==> config.mk <==
export PLATFORM = sky130hd
export DESIGN_NAME = vga_scanout
export DESIGN_NICKNAME = d
export VERILOG_FILES = /design/src/rtl/vga_scanout.sv
export SDC_FILE = /design/constraint.sdc
export NUM_CORES = 1
export LEC_CHECK = 0
export ABC_CLOCK_PERIOD_IN_PS = 2400
export CAP_MARGIN = 20
export CORE_MARGIN = 2
export CORE_UTILIZATION = 40
export DETAILED_ROUTE_END_ITERATION = 7
export PLACE_DENSITY = 0.68
export SYNTH_ARGS = -nofsm -noshare
export SYNTH_HDL_FRONTEND = slang
export SYNTH_SLANG_ARGS = --single-unit
==> constraint.sdc <==
create_clock -name CLOCK_50 -period 2.4 [get_ports CLOCK_50]
set_input_delay 0.48 -clock CLOCK_50 [delete_from_list [all_inputs] [get_ports CLOCK_50]]
set_output_delay 0.48 -clock CLOCK_50 [all_outputs]
set_load 0.01 [all_outputs]
==> src/rtl/vga_scanout.sv <==
// 640x480@60 VGA scan-out of a 160x120 3-bit framebuffer, each stored pixel shown as a 4x4 block.
// Optional colour-bar generator enabled by defining VGA_TEST_PATTERN_EN.
module vga_scanout #(
   parameter int H_VISIBLE   = 640,
   parameter int H_FRONT     = 16,
   parameter int H_SYNC      = 96,
   parameter int H_BACK      = 48,
   parameter int V_VISIBLE   = 480,
   parameter int V_FRONT     = 10,
   parameter int V_SYNC      = 2,
   parameter int V_BACK      = 33,
   parameter int SCALE_SHIFT = 2
) (
   input  logic        CLOCK_50,
   input  logic        reset_n,
   input  logic [2:0]  fb_data,
   input  logic        test_pattern,
   output logic [14:0] fb_addr,
   output logic        fb_rd_en,
   output logic        frame_start,
   output logic        vblank,
   output logic        VGA_CLK,
   output logic        VGA_HS,
   output logic        VGA_VS,
   output logic        VGA_BLANK_N,
   output logic        VGA_SYNC_N,
   output logic [9:0]  VGA_R,
   output logic [9:0]  VGA_G,
   output logic [9:0]  VGA_B
);

   localparam logic [9:0] H_LAST   = 10'(H_VISIBLE + H_FRONT + H_SYNC + H_BACK - 1);
   localparam logic [9:0] V_LAST   = 10'(V_VISIBLE + V_FRONT + V_SYNC + V_BACK - 1);
   localparam logic [9:0] H_VIS    = 10'(H_VISIBLE);
   localparam logic [9:0] V_VIS    = 10'(V_VISIBLE);
   localparam logic [9:0] HS_START = 10'(H_VISIBLE + H_FRONT);
   localparam logic [9:0] HS_END   = 10'(H_VISIBLE + H_FRONT + H_SYNC);
   localparam logic [9:0] VS_START = 10'(V_VISIBLE + V_FRONT);
   localparam logic [9:0] VS_END   = 10'(V_VISIBLE + V_FRONT + V_SYNC);

   logic       pix_en;
   logic [9:0] hcnt;
   logic [9:0] vcnt;
   logic       visible;
   logic       tp_sel;
   logic       vld_p0;
   logic       hs_p0;
   logic       vs_p0;
   logic [2:0] bar_p0;

   // Framebuffer rows are 160 wide: row*160 = (row<<7) + (row<<5).
   function automatic logic [14:0] fb_index(input logic [9:0] h, input logic [9:0] v);
      logic [14:0] hs;
      logic [14:0] vs;
      hs = 15'(h >> SCALE_SHIFT);
      vs = 15'(v >> SCALE_SHIFT);
      return (vs << 7) + (vs << 5) + hs;
   endfunction

   function automatic logic [29:0] pin_rgb(input logic vis, input logic [2:0] c);
      logic [2:0] k;
      k = vis ? c : 3'b000;
      return {{10{k[2]}}, {10{k[1]}}, {10{k[0]}}};
   endfunction

`ifdef VGA_TEST_PATTERN_EN
   assign tp_sel = test_pattern;
`else
   logic unused_test_pattern;
   assign unused_test_pattern = test_pattern;
   assign tp_sel = 1'b0;
`endif

   assign visible     = (hcnt < H_VIS) && (vcnt < V_VIS);
   assign vblank      = (vcnt >= V_VIS);
   assign frame_start = pix_en && (hcnt == 10'd0) && (vcnt == V_VIS);
   assign VGA_SYNC_N  = 1'b0;

   always_ff @(posedge CLOCK_50 or negedge reset_n) begin
      if (!reset_n) begin
         pix_en <= 1'b0;
         hcnt   <= 10'd0;
         vcnt   <= 10'd0;
      end else begin
         pix_en <= ~pix_en;
         if (pix_en) begin
            if (hcnt == H_LAST) begin
               hcnt <= 10'd0;
               vcnt <= (vcnt == V_LAST) ? 10'd0 : vcnt + 10'd1;
            end else begin
               hcnt <= hcnt + 10'd1;
            end
         end
      end
   end

   // Stage 0: issue the framebuffer read and register sync/blank decisions for this tick.
   always_ff @(posedge CLOCK_50 or negedge reset_n) begin
      if (!reset_n) begin
         VGA_CLK  <= 1'b0;
         fb_rd_en <= 1'b0;
         fb_addr  <= 15'd0;
         vld_p0   <= 1'b0;
         hs_p0    <= 1'b1;
         vs_p0    <= 1'b1;
         bar_p0   <= 3'd0;
      end else begin
         VGA_CLK  <= pix_en;
         fb_rd_en <= pix_en && visible && !tp_sel;
         if (pix_en) begin
            if (visible) begin
               fb_addr <= fb_index(hcnt, vcnt);
            end
            vld_p0 <= visible;
            hs_p0  <= !((hcnt >= HS_START) && (hcnt < HS_END));
            vs_p0  <= !((vcnt >= VS_START) && (vcnt < VS_END));
            bar_p0 <= hcnt[9:7];
         end
      end
   end

   // Stage 1: read data has arrived; drive all pins together so colour lines up with sync.
   always_ff @(posedge CLOCK_50 or negedge reset_n) begin
      if (!reset_n) begin
         VGA_HS      <= 1'b1;
         VGA_VS      <= 1'b1;
         VGA_BLANK_N <= 1'b0;
         VGA_R       <= 10'd0;
         VGA_G       <= 10'd0;
         VGA_B       <= 10'd0;
      end else if (pix_en) begin
         VGA_HS                <= hs_p0;
         VGA_VS                <= vs_p0;
         VGA_BLANK_N           <= vld_p0;
         {VGA_R, VGA_G, VGA_B} <= pin_rgb(vld_p0, tp_sel ? bar_p0 : fb_data);
      end
   end

endmodule

==> results.txt, run 1 <==
Slew Viols, Final - 0
Post-CTS Hold Buffers - 0
Post-DRT Antenna Nets - 0
# setup viols final - 0
post-DP HPWL - 3.93 mm
Cell Pwr Density - 422 mW/mm^2
Max H-tree Level - 2
WP data arrival - 2.49 ns
mapped cell area - 0.00276 mm^2
DRT Pass-1 Iters - 5
YS warnings - 0
Synth top area share - 39.0%
Seq/Total Area, Yosys - 42.8%
vias - 2062
max_cap viols - 0
placed insts - 405
initial core utilization - 41.1%
Tot GR Track Use - 14.7%
initial antenna violation count - 0
pin count of the biggest net entering global routing - 34
largest area contributor in the netlist - dfrtp_1
status - complete, no violations
CTS max path bufs - 2
Cells after Synth - 280
first-pass GRT wire length - 8.76 mm
top cells by area, synth - dfrtp_1, ha_1, buf_4
Die X - 87.1 um
critical path type - reg2reg
drt wl/cell - 12.8 um
Max VDD drop - 0.182 mV
Die Y-Extent - 87.1 um
core area - 0.00672 mm^2
period utilization - 95.9%
Final Total Pwr - 1.48 mW
CTS tree - done
Buffers on Ports - 56
clk_lat worst skew - 0.31 ns
Non-Filler Instances - 416
number of synthesized flops with an enable pin - 0
Worst Hold Class - in2async
Setup Skew - 0.00870 ns
Die ar. - 0.00758 mm^2
Worst setup EP type - register
via/cell ratio - 4.96
GRT Residual Overflow - 0
filler cell count - 618
P_int - 1.16 mW
number of global-route vias before repair - 1903
leakage power - 1.66 nW
Worst Setup Start Kind - register
Antenna diodes - 0
Synth Register Bits - 47
Final min period - 2.30 ns
CTS Sinks - 47
sw frac - 21.7%
share of cells above drive strength 1 - 17.3%
Cell Rows - 30
Final WS setup - 0.0986 ns
register share of total power - 54.3%
Syn Nets - 307
multi-input logic area - 0.00129 mm^2
Mean Syn Cell Area - 9.86 um^2
Synth cell types - 45
final hold violation count - 0
Post-route DRC - 0
RD Place Congestion - 0.823
CP Max Fanout - 3
clock root cell - clkbuf_8
Psw - 0.320 mW
TritonCTS Buffers - 5
Async SR Flop Fraction - 100%
Worst EP required - 2.59 ns
Fmax - 435 MHz
Total Wirelength - 5.34 mm
clock share of power - 39.5%
# IOs - 59
setup TNS - 0 ns
RSZ-0062 raised after global routing - yes
Comb pwr share - 6.2%
ys flop type - dfrtp_1
Area growth syn-to-layout - 26.7%
max_slew headroom - 49.8%
clock-pin transition on the worst setup and hold timing paths - 0.09 ns
DR iter-0 viols - 74
Sequential Area - 0.00118 mm^2
nets@finish - 362
Slew @ Worst Pin - 0.753 ns
dpl ws - -0.0516 ns
[final timing paths]
path,from,to,slack [ns],cells past startpoint
hold reg to reg,fb_addr[7],fb_addr[7],0.47,2
min in group CLOCK_50,fb_addr[7],fb_addr[7],0.47,2
setup / recovery,vcnt[2],fb_addr[14],0.1,8
hold / removal,reset_n,fb_addr[3],0.23,1
max in group asynchronous,reset_n,hcnt[3],1.54,2
setup reg to reg,vcnt[2],fb_addr[14],0.1,8
[kinds of logic after synthesis]
family	count (synthesis)	synth area share [%]
compound gates	45	10.0
xor+xnor	13	4.12
fa+ha+maj	21	10.1
buf+inv	50	11.7
flops	47	42.8
mux	4	1.59
other cells	1	0.136
simple gates	99	19.6
[sequential cells by signal, summed over array words and instances (netlist names)]
register and cells:
vs_p0 1, VGA_HS 1, vld_p0 1, fb_rd_en 1
vcnt 10, pix_en 1, fb_addr 15, VGA_CLK 1
hs_p0 1, VGA_B 1, VGA_G 1, VGA_R 1
VGA_BLANK_N 1, hcnt 10, VGA_VS 1
[layout make-up]
cell class              count  share of cell area, %
multi-input cells         183                   36.8
flip-flops and latches     47                   33.8
repair buffers             84                   21.9
well taps                  80                   2.86
clock buffers               6                   2.07
inverters                  14                   1.50
clock inverters             2                   1.07
[worst max-delay path, stage by stage (launching register included)]
cell      delay (ns)
dfrtp_1         0.42
buf_4           0.14
ha_1            0.17
ha_2            0.19
fa_2            0.40
a211oi_2        0.26
o21ai_1         0.10
and3_1          0.19
o41a_1          0.31
[layer usage]
layer	up-vias	GRT usage, %	wire (um)
met1	968	19.0	2540
met4	0	6.25	95
li1	1055	-	-
met2	33	23.8	2550
met5	-	0	0
met3	6	2.84	153
[power by group through the flow]
stage / combinational [mW] / clock (mW) / sequential [mW]
after floorplan: 0.0499 / 0 / 0.817
after global placement: 0.0926 / 0 / 0.816
after detailed placement: 0.0939 / 0 / 0.817
after CTS: 0.0938 / 0.604 / 0.801
after global routing: 0.0998 / 0.637 / 0.802
final: 0.0914 / 0.583 / 0.801
[synth_stat cells (2+ instances only)]
| cell type | count |
|---|---|
| a21o_1 | 4 |
| nand2b_1 | 2 |
| and3_1 | 7 |
| o21ai_1 | 5 |
| o21ai_0 | 13 |
| a211o_1 | 2 |
| buf_6 | 3 |
| nor2_1 | 11 |
| or3_1 | 3 |
| nor4_1 | 4 |
| dfstp_2 | 4 |
| inv_1 | 13 |
| o21a_1 | 2 |
| o31ai_1 | 3 |
| nand4_1 | 8 |
| xnor2_1 | 10 |
| a21oi_1 | 10 |
| and4bb_4 | 2 |
| buf_4 | 30 |
| xor2_1 | 3 |
| nand3_1 | 11 |
| clkbuf_1 | 3 |
| ha_1 | 19 |
| fa_1 | 2 |
| nand4_2 | 2 |
| dfrtp_1 | 43 |
| nand2_1 | 38 |
| mux2_2 | 3 |
| a211oi_1 | 2 |
| nor3_1 | 3 |
[layout by cell type, fill, tap and decap left out, types with 3 or more instances in the layout]
master	instances
nor2_1	11
nand3_1	11
nand4_1	8
nor3_1	3
nand2_1	38
dfrtp_1	42
buf_4	28
o31ai_1	3
clkdlybuf4s50_1	54
clkbuf_8	5
xnor2_1	10
or3_1	3
and3_1	7
mux2_2	3
inv_1	13
o21ai_0	12
xor2_1	3
dfstp_2	4
a21o_1	4
o21ai_1	6
ha_1	18
a21oi_1	10
[metrics by stage]
stage / instance area, um^2 / hold slack, ns / util (%)
final: 3500 / 0.232 / 52.1
after global placement: 3330 / 0.457 / 49.6
after detailed placement: 3330 / 0.462 / 49.6
after floorplan: 2760 / 0.184 / -
after global routing: 3500 / 0.291 / 52.1
after CTS: 3460 / 0.255 / 51.6
[timing repair]
action	CTS	global route
endpoints found under the setup margin	3	3
gates resized for setup	6	3
setup buffers	0	3
pin swaps	0	3
Power figures use the tool's default switching activity.
==> run 2: changes to the inputs <==
--- a/config.mk
+++ b/config.mk
@@ -9,6 +9,7 @@
 export CAP_MARGIN = 20
 export CORE_MARGIN = 2
 export CORE_UTILIZATION = 40
+export CTS_CLUSTER_DIAMETER = 120
 export DETAILED_ROUTE_END_ITERATION = 7
 export PLACE_DENSITY = 0.68
 export SYNTH_ARGS = -nofsm -noshare
==> results of run 2 <==
The final DEF is identical to that of run 1; final timing and power are the same.
==> run 3: changes to the inputs <==
--- a/config.mk
+++ b/config.mk
@@ -12,6 +12,7 @@
 export CTS_CLUSTER_DIAMETER = 120
 export DETAILED_ROUTE_END_ITERATION = 7
 export PLACE_DENSITY = 0.68
+export SLEW_MARGIN = 0
 export SYNTH_ARGS = -nofsm -noshare
 export SYNTH_HDL_FRONTEND = slang
 export SYNTH_SLANG_ARGS = --single-unit
==> results of run 3 <==
The final DEF is identical to that of run 1; final timing and power are the same.
==> edit 1: new RTL, config.mk and constraints of run 1 <==
One comparison of `vcnt` changes from == to >=.
--- a/src/rtl/vga_scanout.sv
+++ b/src/rtl/vga_scanout.sv
@@ -73,7 +73,7 @@
 
    assign visible     = (hcnt < H_VIS) && (vcnt < V_VIS);
    assign vblank      = (vcnt >= V_VIS);
-   assign frame_start = pix_en && (hcnt == 10'd0) && (vcnt == V_VIS);
+   assign frame_start = pix_en && (hcnt == 10'd0) && (vcnt >= V_VIS);
    assign VGA_SYNC_N  = 1'b0;
 
    always_ff @(posedge CLOCK_50 or negedge reset_n) begin
Formal check against the unedited RTL: same outputs for any inputs over 10 cycles, from zero or initial values and one cycle with reset_n low; that may be too few to reach the edited logic, so the function may still have changed.
==> edit 1 against run 1 <==
  * Wire length rose by 0.47%
  * Sequential power about the same
  * Power is 9.9% lower
  * Final area fell by 4.3%
  * Worst setup slack got worse by 0.0080 ns
  * Non-clock buffer count is 12 lower
  * Critical endpoint is now fb_addr[12]
  * Sequential cell count did not move
  * Area after synthesis down 1.0%
==> edit 1: results (changes against run 1) <==
| Metric | Value |
|---|---|
| Status | `complete, no violations` |
| Mux share of post-synthesis cell area | `1.24% (-0.35 points)` |
| Final hold slack | `0.278 ns (+0.0461 ns)` |
| Place WS | `-0.0218 ns (+0.0299 ns)` |
| Largest net degree at the start of global routing | `38 (+12%)` |
| Xor/xnor share of the synthesized area | `4.49% (+0.36 points)` |
| Syn avg cell area | `9.76 um^2 (-1.0%)` |
| Initial DRC count | `98 (+32%)` |
| Post-synthesis adder-cell area fraction | `10.2% (+0.10 points)` |
| DP HPWL | `3950 um (+0.65%)` |
| Worst Path Max Fanout | `8 (+5)` |
| Reg2reg end | `fb_addr[12]` |
| Final min period | `2.31 ns (+0.00795 ns)` |
| Area post-placement | `3250 um^2 (-2.5%)` |
| Synth Area in Compound Gates | `12.1% (+2.1 points)` |
| Slew headroom | `44.9% (-4.9 points)` |
| Seq power | `0.800 mW (about the same)` |
| Power Density | `397 nW/um^2 (-5.9%)` |
| Synth cell types | `48 (+6.7%)` |
| Placed cells | `394 (-2.7%)` |
| Sequential share of the synthesized area | `43.2% (+0.43 points)` |
| Skew-Pair Late Insertion Delay | `0.29 ns (-0.02 ns)` |
| Static leakage | `1.55 nW (-6.7%)` |
| Final non-filler cell total | `400 (-3.8%)` |
| GP Congestion | `0.806 (-2.1%)` |
| Power share of the combinational group | `6.9% (+0.7 points)` |
| Total via count in the routed design | `2030 (-1.6%)` |
| Overall Global Routing Usage | `15.1% (+0.40 points)` |
| Final core occ | `49.8% (-2.3 points)` |
[edit 1: changes by cell type after synthesis, moves of 4 or more]
cell	run 1	this run
a21oi_1	10	6
o21ai_1	5	1
nand2_1	38	43
and3_1	7	2
o21ai_0	13	18
[edit 1: routing by layer]
layer	up-vias	share of wire [%]
met2	45	49
li1	1024	-
met5	-	0
met3	4	3.3
met4	0	0.99
met1	957	47
[edit 1: critical path, cell delays in order (launching register included)]
cell and delay (ns):
dfrtp_1 0.42, buf_4 0.18, ha_1 0.19, ha_2 0.21
fa_2 0.35, a21o_1 0.18, o21ba_2 0.22, o31ai_4 0.20
xor2_1 0.16, o21ai_0 0.08
[edit 1: what timing repair did]
item,CTS,global route
gates resized for setup,3,4
pin swaps,1,0
setup endpoints to repair,4,4
[edit 1: layout make-up]
class | instances | share of cell area, %
flip-flops and latches | 47 | 35.3
well taps | 80 | 2.99
multi-input cells | 183 | 38.1
repair buffers | 72 | 20.1
inverters | 12 | 1.35
clock buffers | 6 | 2.17
==> edit 2: new RTL, settings of run 1 <==
Without the edit above. The parameter `V_BACK` goes from 33 to 32.
--- a/src/rtl/vga_scanout.sv
+++ b/src/rtl/vga_scanout.sv
@@ -8,7 +8,7 @@
    parameter int V_VISIBLE   = 480,
    parameter int V_FRONT     = 10,
    parameter int V_SYNC      = 2,
-   parameter int V_BACK      = 33,
+   parameter int V_BACK      = 32,
    parameter int SCALE_SHIFT = 2
 ) (
    input  logic        CLOCK_50,
Check against the original RTL: no difference found for any inputs over 10 cycles, from zero or initial values and one cycle with reset_n low; that may be too few to reach the edited logic, so the function may still have changed.
==> edit 2 against run 1 <==
  * Clock power shrank 15%
  * Count of clock-buffer cells in the layout rose by 1
  * Wire length up 1.9%
  * Sequential cell count stayed put
  * Area after synthesis down 0.23%
  * Final area shrank 3.7%
  * Critical endpoint is now fb_addr[11]
  * Power shrank 5.9%
  * Worst setup slack gained 0.019 ns
==> edit 2: results (changes against run 1) <==
| Metric | Value |
|---|---|
| Skew-Pair Late Insertion Delay | `0.30 ns` |
| Slowest cell on the critical path | `a2111o_1` |
| First-pass GRT wire length | `8890 um (+1.6%)` |
| Clk_skew | `0.00265 ns (-0.00606 ns)` |
| H-Tree Depth | `2 (unchanged)` |
| Syn_nets | `316 (+2.9%)` |
| CTS max path bufs | `2 (unchanged)` |
| Sequential share of the synthesized area | `42.9% (+0.097 points)` |
| Total via count in the routed design | `2083 (+1.0%)` |
| R2r setup slk | `0.12 ns (+0.02 ns)` |
| Top Registers | `fb_addr: 15 flops, hcnt: 10 flops, vcnt: 10 flops` |
| Post-CTS setup buffer count | `0 (unchanged)` |
| First drt pass iteration count | `5 (unchanged)` |
| IO buf count | `56 (unchanged)` |
| Ant diodes | `0 (unchanged)` |
| Final hold vios | `0 (unchanged)` |
| Yosys warns | `0 (unchanged)` |
| Layout cells sized above 1 | `11.7% (-5.6 points)` |
| Area post-placement | `3250 um^2 (-2.4%)` |
| Initial DRC count | `136 (+84%)` |
| CP max stage delay | `0.42 ns (about the same)` |
| Hold WC Path Type | `primary input to async pin` |
| WL/cell | `13.4 um (+4.6%)` |
| Vias in the first global route | `1871 (-1.7%)` |
| Worst Path Max Fanout | `10 (+7)` |
| Post-synth ARST share | `100% (unchanged)` |
| Overall Global Routing Usage | `14.9% (+0.21 points)` |
| Filler Cell Count | `636 (+2.9%)` |
| GP Congestion | `0.867 (+5.3%)` |
| Initial antenna violation count | `0 (unchanged)` |
| Largest net degree at the start of global routing | `37 (+8.8%)` |
| Number of synthesized flops with an enable pin | `0 (unchanged)` |
| Clk root buf | `clkbuf_8` |
| Post-synth top cells | `dfrtp_1 (43), nand2_1 (38), buf_4 (28)` |
| Worst IR Drop VDD | `0.182 mV (+0.30%)` |
| Final nets | `351 (-3.0%)` |
| Crit start category | `register` |
| DP HPWL | `3980 um (+1.3%)` |
| Slew headroom | `46.7% (-3.2 points)` |
| Post-cts repair resize count | `2 (-4)` |
| Clock slew at reported path FFs | `0.09 ns (about the same)` |
| Static leakage | `1.55 nW (-6.5%)` |
| Synth top area cells | `dfrtp_1 (39%), ha_1 (8.6%), buf_4 (7.6%), nand2_1 (5.2%), dfstp_2 (3.8%)` |
| Status | `complete, no violations` |
| Total CTS buffers | `5 (unchanged)` |
| Critical path arrival | `2.50 ns` |
| Delay-heaviest family, CP | `compound AO/OA/AOI/OAI gates` |
| Synth cell types | `44 (-2.2%)` |
| Reg-to-reg critical path startpoint | `vcnt[3]` |
-- edit 2: logic make-up after synthesis --
kind of cell               count (synthesis)  synth area share, %
other                                      1                0.136
xor gates and xnor gates                  13                 4.13
buffers and inverters                     57                 11.7
muxes                                      6                 2.32
and+or+nand+nor                           98                 18.1
adders and majority gates                 21                 10.1
AOI/OAI and AO/OA                         46                 10.6
DFF                                       47                 42.9
-- edit 2: path summary, 6_finish.rpt --
| check | depth (start not counted) | endpoint |
|---|---|---|
| worst max-delay path | 7 | fb_addr[11] |
| worst min-delay path | 1 | vcnt[7] |
| worst max register to register | 7 | fb_addr[11] |
| worst min register to register | 1 | pix_en |
| max in group asynchronous | 2 | fb_addr[9] |
| min in group CLOCK_50 | 1 | pix_en |
-- edit 2: cell type report --
cell class                 count  area, um^2  area share (%)
clock inverter                 1        5.00           0.149
multi-input combinational    185        1280            38.0
tap                           80         100            2.97
inverter                      14        52.6            1.56
sequential                    47        1180            35.1
clock buffer                   7        86.3            2.56
timing repair buffer          71         663            19.7
-- edit 2: power breakdown --
part           internal (mW)  switching (mW)
clock                  0.233           0.265
combinational         0.0493          0.0402
sequential             0.794         0.00638
total                   1.08           0.312
-- edit 2: metrics by stage --
stage                     setup slack, ns  hold WS [ns]  cells  util (%)  power, mW
final                               0.117         0.261    405      50.1       1.39
after global routing              0.00902         0.326    405      50.1       1.44
after CTS                          0.0414         0.295    405      49.9       1.40
after detailed placement           0.0713         0.467    397      48.4      0.908
after global placement             0.0684         0.459    397      48.4      0.907
after floorplan                     0.135         0.184    289         -      0.867
-- edit 2: layer usage --
layer  wire length, um  GRT usage, %
met5                 0             0
met4                75          4.69
met3               195          3.41
met2              2580          22.3
met1              2590          21.3
